===== src/rtl/uart_32bit_deserializer.sv =====
// Packs four UART RX bytes MSB-first into a 32-bit word and writes it to a FIFO.
// A partial word left idle for TIMEOUT_CYCLES cycles is discarded so the stream re-aligns.
module uart_32bit_deserializer #(
  parameter int unsigned TIMEOUT_CYCLES = 1_000_000,
  parameter int unsigned DROP_CNT_W     = 16
) (
  input  logic                  clk,
  input  logic                  rst,
  input  logic [7:0]            uart_data_in,
  input  logic                  uart_valid,
  output logic [31:0]           fifo_wr_data,
  output logic                  fifo_wr_en,
  input  logic                  fifo_full,
  output logic                  rx_busy,
  output logic                  timeout_pulse,
  output logic [DROP_CNT_W-1:0] drop_count
);

  localparam int unsigned           CNT_W    = $clog2(TIMEOUT_CYCLES);
  localparam logic [CNT_W-1:0]      CNT_LAST = CNT_W'(TIMEOUT_CYCLES - 1);
  localparam logic [DROP_CNT_W-1:0] DROP_MAX = '1;

  typedef enum logic [2:0] {
    S_B3   = 3'd0,
    S_B2   = 3'd1,
    S_B1   = 3'd2,
    S_B0   = 3'd3,
    S_PUSH = 3'd4
  } state_t;

  state_t                  state_q, state_d;
  logic [31:0]             word_q, word_d;
  logic [CNT_W-1:0]        cnt_q, cnt_d;
  logic [31:0]             wr_data_q, wr_data_d;
  logic                    wr_en_q, wr_en_d;
  logic                    timeout_q, timeout_d;
  logic                    busy_q, busy_d;
  logic [DROP_CNT_W-1:0]   drop_q, drop_d;

  // Next-state, byte packing, idle timeout and drop accounting.
  always_comb begin
    state_d   = state_q;
    word_d    = word_q;
    cnt_d     = cnt_q;
    wr_data_d = wr_data_q;
    wr_en_d   = 1'b0;
    timeout_d = 1'b0;
    drop_d    = drop_q;

    case (state_q)
      S_B3: begin
        cnt_d = '0;
        if (uart_valid) begin
          word_d[31:24] = uart_data_in;
          state_d       = S_B2;
        end else begin
          state_d = S_B3;
        end
      end
      S_B2, S_B1, S_B0: begin
        if (uart_valid) begin
          cnt_d = '0;
          case (state_q)
            S_B2: begin
              word_d[23:16] = uart_data_in;
              state_d       = S_B1;
            end
            S_B1: begin
              word_d[15:8] = uart_data_in;
              state_d      = S_B0;
            end
            default: begin
              word_d[7:0] = uart_data_in;
              state_d     = S_PUSH;
            end
          endcase
        end else if (cnt_q == CNT_LAST) begin
          // A byte arriving on the expiry cycle wins; only a fully idle run times out.
          cnt_d     = '0;
          word_d    = 32'h0000_0000;
          timeout_d = 1'b1;
          state_d   = S_B3;
        end else begin
          cnt_d = cnt_q + CNT_W'(1'b1);
        end
      end
      S_PUSH: begin
        cnt_d = '0;
        if (uart_valid && (drop_q != DROP_MAX)) begin
          drop_d = drop_q + DROP_CNT_W'(1'b1);
        end else begin
          drop_d = drop_q;
        end
        if (!fifo_full) begin
          wr_en_d   = 1'b1;
          wr_data_d = word_q;
          state_d   = S_B3;
        end else begin
          state_d = S_PUSH;
        end
      end
      default: begin
        cnt_d   = '0;
        state_d = S_B3;
      end
    endcase

    busy_d = (state_d != S_B3);
  end

  // State and registered outputs.
  always_ff @(posedge clk) begin
    if (rst) begin
      state_q   <= S_B3;
      word_q    <= 32'h0000_0000;
      cnt_q     <= '0;
      wr_data_q <= 32'h0000_0000;
      wr_en_q   <= 1'b0;
      timeout_q <= 1'b0;
      busy_q    <= 1'b0;
      drop_q    <= '0;
    end else begin
      state_q   <= state_d;
      word_q    <= word_d;
      cnt_q     <= cnt_d;
      wr_data_q <= wr_data_d;
      wr_en_q   <= wr_en_d;
      timeout_q <= timeout_d;
      busy_q    <= busy_d;
      drop_q    <= drop_d;
    end
  end

  assign fifo_wr_data  = wr_data_q;
  assign fifo_wr_en    = wr_en_q;
  assign timeout_pulse = timeout_q;
  assign rx_busy       = busy_q;
  assign drop_count    = drop_q;

endmodule


===== config.mk =====
export PLATFORM = sky130hd
export DESIGN_NAME = uart_32bit_deserializer
export DESIGN_NICKNAME = d
export VERILOG_FILES = /design/src/rtl/uart_32bit_deserializer.sv
export SDC_FILE = /design/constraint.sdc
export NUM_CORES = 1
export LEC_CHECK = 0
export BUFFER_PORTS_ARGS = -buffer_cell sky130_fd_sc_hd__buf_2
export CAP_MARGIN = 20
export CORE_MARGIN = 1
export CORE_UTILIZATION = 57
export CTS_CLUSTER_DIAMETER = 50
export DETAILED_ROUTE_END_ITERATION = 8
export PLACE_DENSITY = 0.77
export SYNTH_ARGS = -nofsm -noshare
export SYNTH_HDL_FRONTEND = slang
export SYNTH_SLANG_ARGS = --single-unit

===== constraint.sdc =====
create_clock -name clk -period 6.1 [get_ports clk]
set_input_delay 1.22 -clock clk [delete_from_list [all_inputs] [get_ports clk]]
set_output_delay 1.22 -clock clk [all_outputs]
set_load 0.05 [all_outputs]

## Word-level counts from Yosys, hierarchy flattened

Index checks and enable logic that the tools add are counted.

| storage, ports and cells | value |
|---|---|
| flip-flop bits (word level) | 106 |
| bits of input ports | 12 |
| output and inout bits | 51 |

| cells by class | value |
|---|---|
| add/subtract/negate cells | 2 |
| equality and inequality tests | 12 |
| mux-type cells | 16 |
| bitwise logic cells | 3 |
| reduce and logical (&&, ||, !) cells | 16 |

Operators with widths:

| kind | number |
|---|---|
| 8-bit two-way mux | 5 |
| 32-bit two-way mux | 1 |
| 24-bit two-way mux | 1 |
| 20-bit by 1-bit adder with 20-bit output (second input constant) | 1 |
| 20-bit equality test (second input constant) | 1 |
| 16-bit by 1-bit adder with 16-bit output (second input constant) | 1 |
| 16-bit inequality test (second input constant) | 1 |
| 8-bit case mux with 2 select lines | 1 |
| 3-bit two-way mux | 3 |
| 3-bit case mux with 3 select lines | 1 |
| 3-bit AND reduction | 3 |
| 2-bit inequality test (second input constant) | 4 |
| 3-bit by 2-bit equality test with 1-bit output (second input constant) | 2 |
| 3-bit case mux with 2 select lines | 1 |
| 3-bit OR reduction | 2 |
| 2-bit by 1-bit inequality test with 1-bit output (second input constant) | 2 |
| 2-bit AND reduction | 2 |
| 4-bit AND reduction | 1 |
| 2-bit nonzero test | 2 |
| 2-bit OR reduction | 2 |
| 4-bit OR reduction | 1 |
| 3-bit by 1-bit equality test with 1-bit output (second input constant) | 1 |
| 3-bit equality test (second input constant) | 1 |
| 3-bit logical NOT | 1 |
| 4 further kinds | 8 |

## Longest topological paths before layout

| logic depth | value |
|---|---|
| depth in word-level cells | 5 |
| depth in mapped cells | 7 |
| gate-level depth less buffers | 5 |

## Worst setup path before layout

OpenSTA, ideal clock, no wires.

| path | value |
|---|---|
| path type | input to register |
| from | input uart_valid |
| to | register drop_q[13] (netlist: drop_count[13]) |
| library setup time | 0.121 ns |
| arrival | 2.476 ns |
| path slack | 3.503 ns |
| stages on the path | 5 |
| path buffers | 1 |
| path through | and4bb_2 > nand3_1 > clkbuf_1 > nor4_1 > mux2_2 |

| between the ends | value |
|---|---|
| longest elaborated chain between the ends | 2 |

RTL lines:

| item | line | RTL |
|---|---|---|
| start: declaration | 10 | `input logic uart_valid,` |
| 1-bit logical AND | 89 | `if (uart_valid && (drop_q != DROP_MAX)) begin` |
| 2-bit AND reduction (no line) | -- |  |
| end signal: assignment | 130 | `drop_q <= drop_d;` |
| end: declaration | 38 | `logic [DROP_CNT_W-1:0] drop_q, drop_d;` |

No other way between the ends.
A chain may end at the register's enable or synchronous reset.

==> metrics.yaml <==
outcome: "complete, no violations"
yosysWarnings: 0
wl_um: 9127
clockRootBuffer: "clkbuf_8"
fp-row-count: 30
cts.sinks: 106
multiInputGateArea_um2: 1951
worstRegToRegCells: 4
crit_path_start: "rst"
cts_setup_buffers: 0
async_flop_share: 0
clkLatencyLatePin_ps: 390
crit_family: "buffers and inverters"
worst_path_largest_cell_delay_ps: 760
fin_skew_ps: 19.19
crit_required_ps: 6380
r2r_start: "cnt_q[7]"
final.setup.tns_ps: 0
cts_buffer_depth: 2
power_density_nw_per_um2: 247.8
synth_fp_nets: 503
ctsResizeCount: 0
overflow: 0
synth_cell_types: 43
path_depth: 4
ir_worst_vdd_uv: 137.7
worstMarginPinSlew_ps: 1049
grt_pass1_vias: 3307
crit_path_end: "word_q[26]"
drv_cap: 0
cp-start-kind: "input pin"
path_cells: "buf_2 > inv_2 > o311a_4 > a22o_1"
avgSynthCellArea_um2: 8.613
worst-path-buf-inv: 2
clkTransAtPathRegs_ps: 120
ys_seq_area_frac: 0.5039
drtAntennaViolNets: 0
timing_worst_setup_path_type: "input pin to flip-flop"
routed_via_density: 5.768
final_area_um2: 4785
wl_per_cell_um: 14.33
hp-class: "flip-flop to flip-flop"
grt_max_degree: 59
slowest_stage: "buf_2"
rsz0062_at_grt: "false"
die_h_um: 87.96
die-area_um2: 7736
num-nets-final: 550
io_buffers: 62
fin_util: 0.6853
nFillCells: 612
place_area_um2: 4579
antenna_found_initial: 0
fmax_mhz: 352.2
tritoncts: "built"
power_switching_mw: 0.3062
seqPwrFrac: 0.597
drc: 0
drive_gt1_frac: 0.1682
h-tree-depth: 3
synthToLayoutAreaGrowth_pct: 13.61
dp_hpwl_um: 6208
synth_flop_cell: "dfxtp_1"
combinationalPowerShare: 0.038
finalMaxSlewViolations: 0
num_antenna_cells: 0
r2r_setup_slack_ps: 3440
worstPathArrival_ps: 3120
max_slew_margin: 0.3005
power_leakage_nw: 1.730
num_vias: 3674
regArea_um2: 2122
initial_core_util: 0.6032
swShare: 0.2582
gp_congestion: 0.7797
p_int_mw: 0.8794
crit_path_end_kind: "flip-flop"
crit_fanout: 58
pwr-share-clk: 0.365
grt_usage: 0.2560
synth_cells: 489
drt_pass1_iterations: 6
timing_hold_violations_final: 0
min_period_over_period: 0.4654
reg2reg_to: "word_q[10]"
cts_hold_buf: 0
setup_viol: 0
io_pins: 63
die_w_um: 87.96
grt_pass1_wl_um: 15440
fin_crit_ps: 2839
synth-seq-cells: 106
core_region_area_um2: 6982
cts_buffers: 9
drt_iter0_drc: 235
netlist_area_um2: 4212
synth_edf_count: 0
## worst reg2reg max path, delay by kind of cell (launching register included)
family          cells  cell delay [ps]
compound gates      1              210
flops               1              360
simple gates        3             1950
## registers in the layout, summed over array words and instances (netlist names)
| signal | flops |
|---|---|
| fifo_wr_data | 32 |
| word_q | 32 |
| cnt_q | 20 |
| drop_count | 16 |
| state_q | 3 |
| fifo_wr_en | 1 |
| rx_busy | 1 |
| timeout_pulse | 1 |
## kinds of logic (layout without fill, tap and decap cells)
group | Yosys count | count (layout) | share of synthesized area
AO/OA/AOI/OAI | 104 | 104 | 0.1527
XOR/XNOR | 14 | 14 | 0.02912
buffers and inverters | 37 | 89 | 0.03446
flip-flops | 106 | 106 | 0.5039
multiplexers | 5 | 5 | 0.01307
adder cells (fa/ha/maj) | 2 | 2 | 0.005941
AND/OR/NAND/NOR | 221 | 221 | 0.2608
## metal layers
metal	global-route usage	wire length, um	vias to the layer above
met5	0	0	-
met4	0.1162	185	0
met3	0.03676	419	22
met2	0.3911	4097	109
met1	0.3597	4424	1699
li1	-	-	1844
## per-stage QoR
step,hold slack (ps),power [mW],cells,setup WS [ps]
global placement,440.7,0.7660,620,2945
global route,469.1,1.229,637,3119
CTS,459.9,1.195,637,3305
detailed placement,444.9,0.7676,621,2891
finish,452.6,1.186,637,3261
floorplan,429.7,0.7531,489,3503
## cells in the mapped netlist, drive strengths merged (2+ instances only)
| master | n | area share |
|---|---|---|
| dfxtp | 106 | 0.50 |
| nand2 | 88 | 0.078 |
| a21oi | 46 | 0.055 |
| nand3 | 39 | 0.046 |
| nor2 | 26 | 0.023 |
| clkbuf | 25 | 0.022 |
| o22ai | 24 | 0.036 |
| nand4 | 11 | 0.016 |
| nor2b | 10 | 0.015 |
| or4 | 9 | 0.016 |
| a22o | 8 | 0.017 |
| nor3 | 8 | 0.012 |
| nor4 | 8 | 0.012 |
| o21ai | 8 | 0.0095 |
| xor2 | 8 | 0.017 |
| inv | 7 | 0.0062 |
| o31ai | 7 | 0.012 |
| xnor2 | 6 | 0.012 |
| and4 | 5 | 0.010 |
| buf | 5 | 0.0059 |
| mux2 | 4 | 0.011 |
| or3 | 4 | 0.0059 |
| nand3b | 3 | 0.0053 |
| o21a | 3 | 0.0053 |
| a211oi | 2 | 0.0036 |
| and3 | 2 | 0.0030 |
| ha | 2 | 0.0059 |
| nor4b | 2 | 0.0042 |
## cell usage in the layout, fill, tap and decap left out, types with 9 or more instances in the layout
| cell | instances |
|---|---|
| nor2b_1 | 10 |
| nand4_1 | 11 |
| nand3_1 | 39 |
| or4_1 | 9 |
| nand2_1 | 88 |
| nor2_1 | 26 |
| o22ai_1 | 24 |
| buf_2 | 62 |
| dfxtp_1 | 106 |
| a21oi_1 | 46 |
| clkbuf_8 | 9 |
## power by group through the flow
stage	clock network, mW	logic, mW	registers (mW)
final	0.433	0.0448	0.708
after CTS	0.443	0.0446	0.708
after global placement	0	0.0428	0.723
after global routing	0.470	0.0502	0.709
after floorplan	0	0.0312	0.722
after detailed placement	0	0.0443	0.723
## worst min path at each step
stage / endpoint / depth (start not counted) / start / slack (ps)
2_1_floorplan: cnt_q[0] / 1 / cnt_q[0] / 430
3_3_place_gp: fifo_wr_data[29] / 2 / fifo_wr_data[29] / 440
3_5_place_dp: fifo_wr_data[23] / 2 / fifo_wr_data[23] / 440
4_1_cts: fifo_wr_data[23] / 2 / fifo_wr_data[23] / 460
5_1_grt: fifo_wr_data[23] / 2 / fifo_wr_data[23] / 470
6_report: fifo_wr_data[26] / 2 / word_q[26] / 450
## cell type report
type | instances | share of cell area
clock buffer | 9 | 0.02589
sequential | 106 | 0.4435
clock inverter | 7 | 0.01700
timing repair buffer | 66 | 0.07531
inverter | 7 | 0.005492
multi-input combinational | 346 | 0.4077
tap | 96 | 0.02510
(Power assumes the default switching activity.)
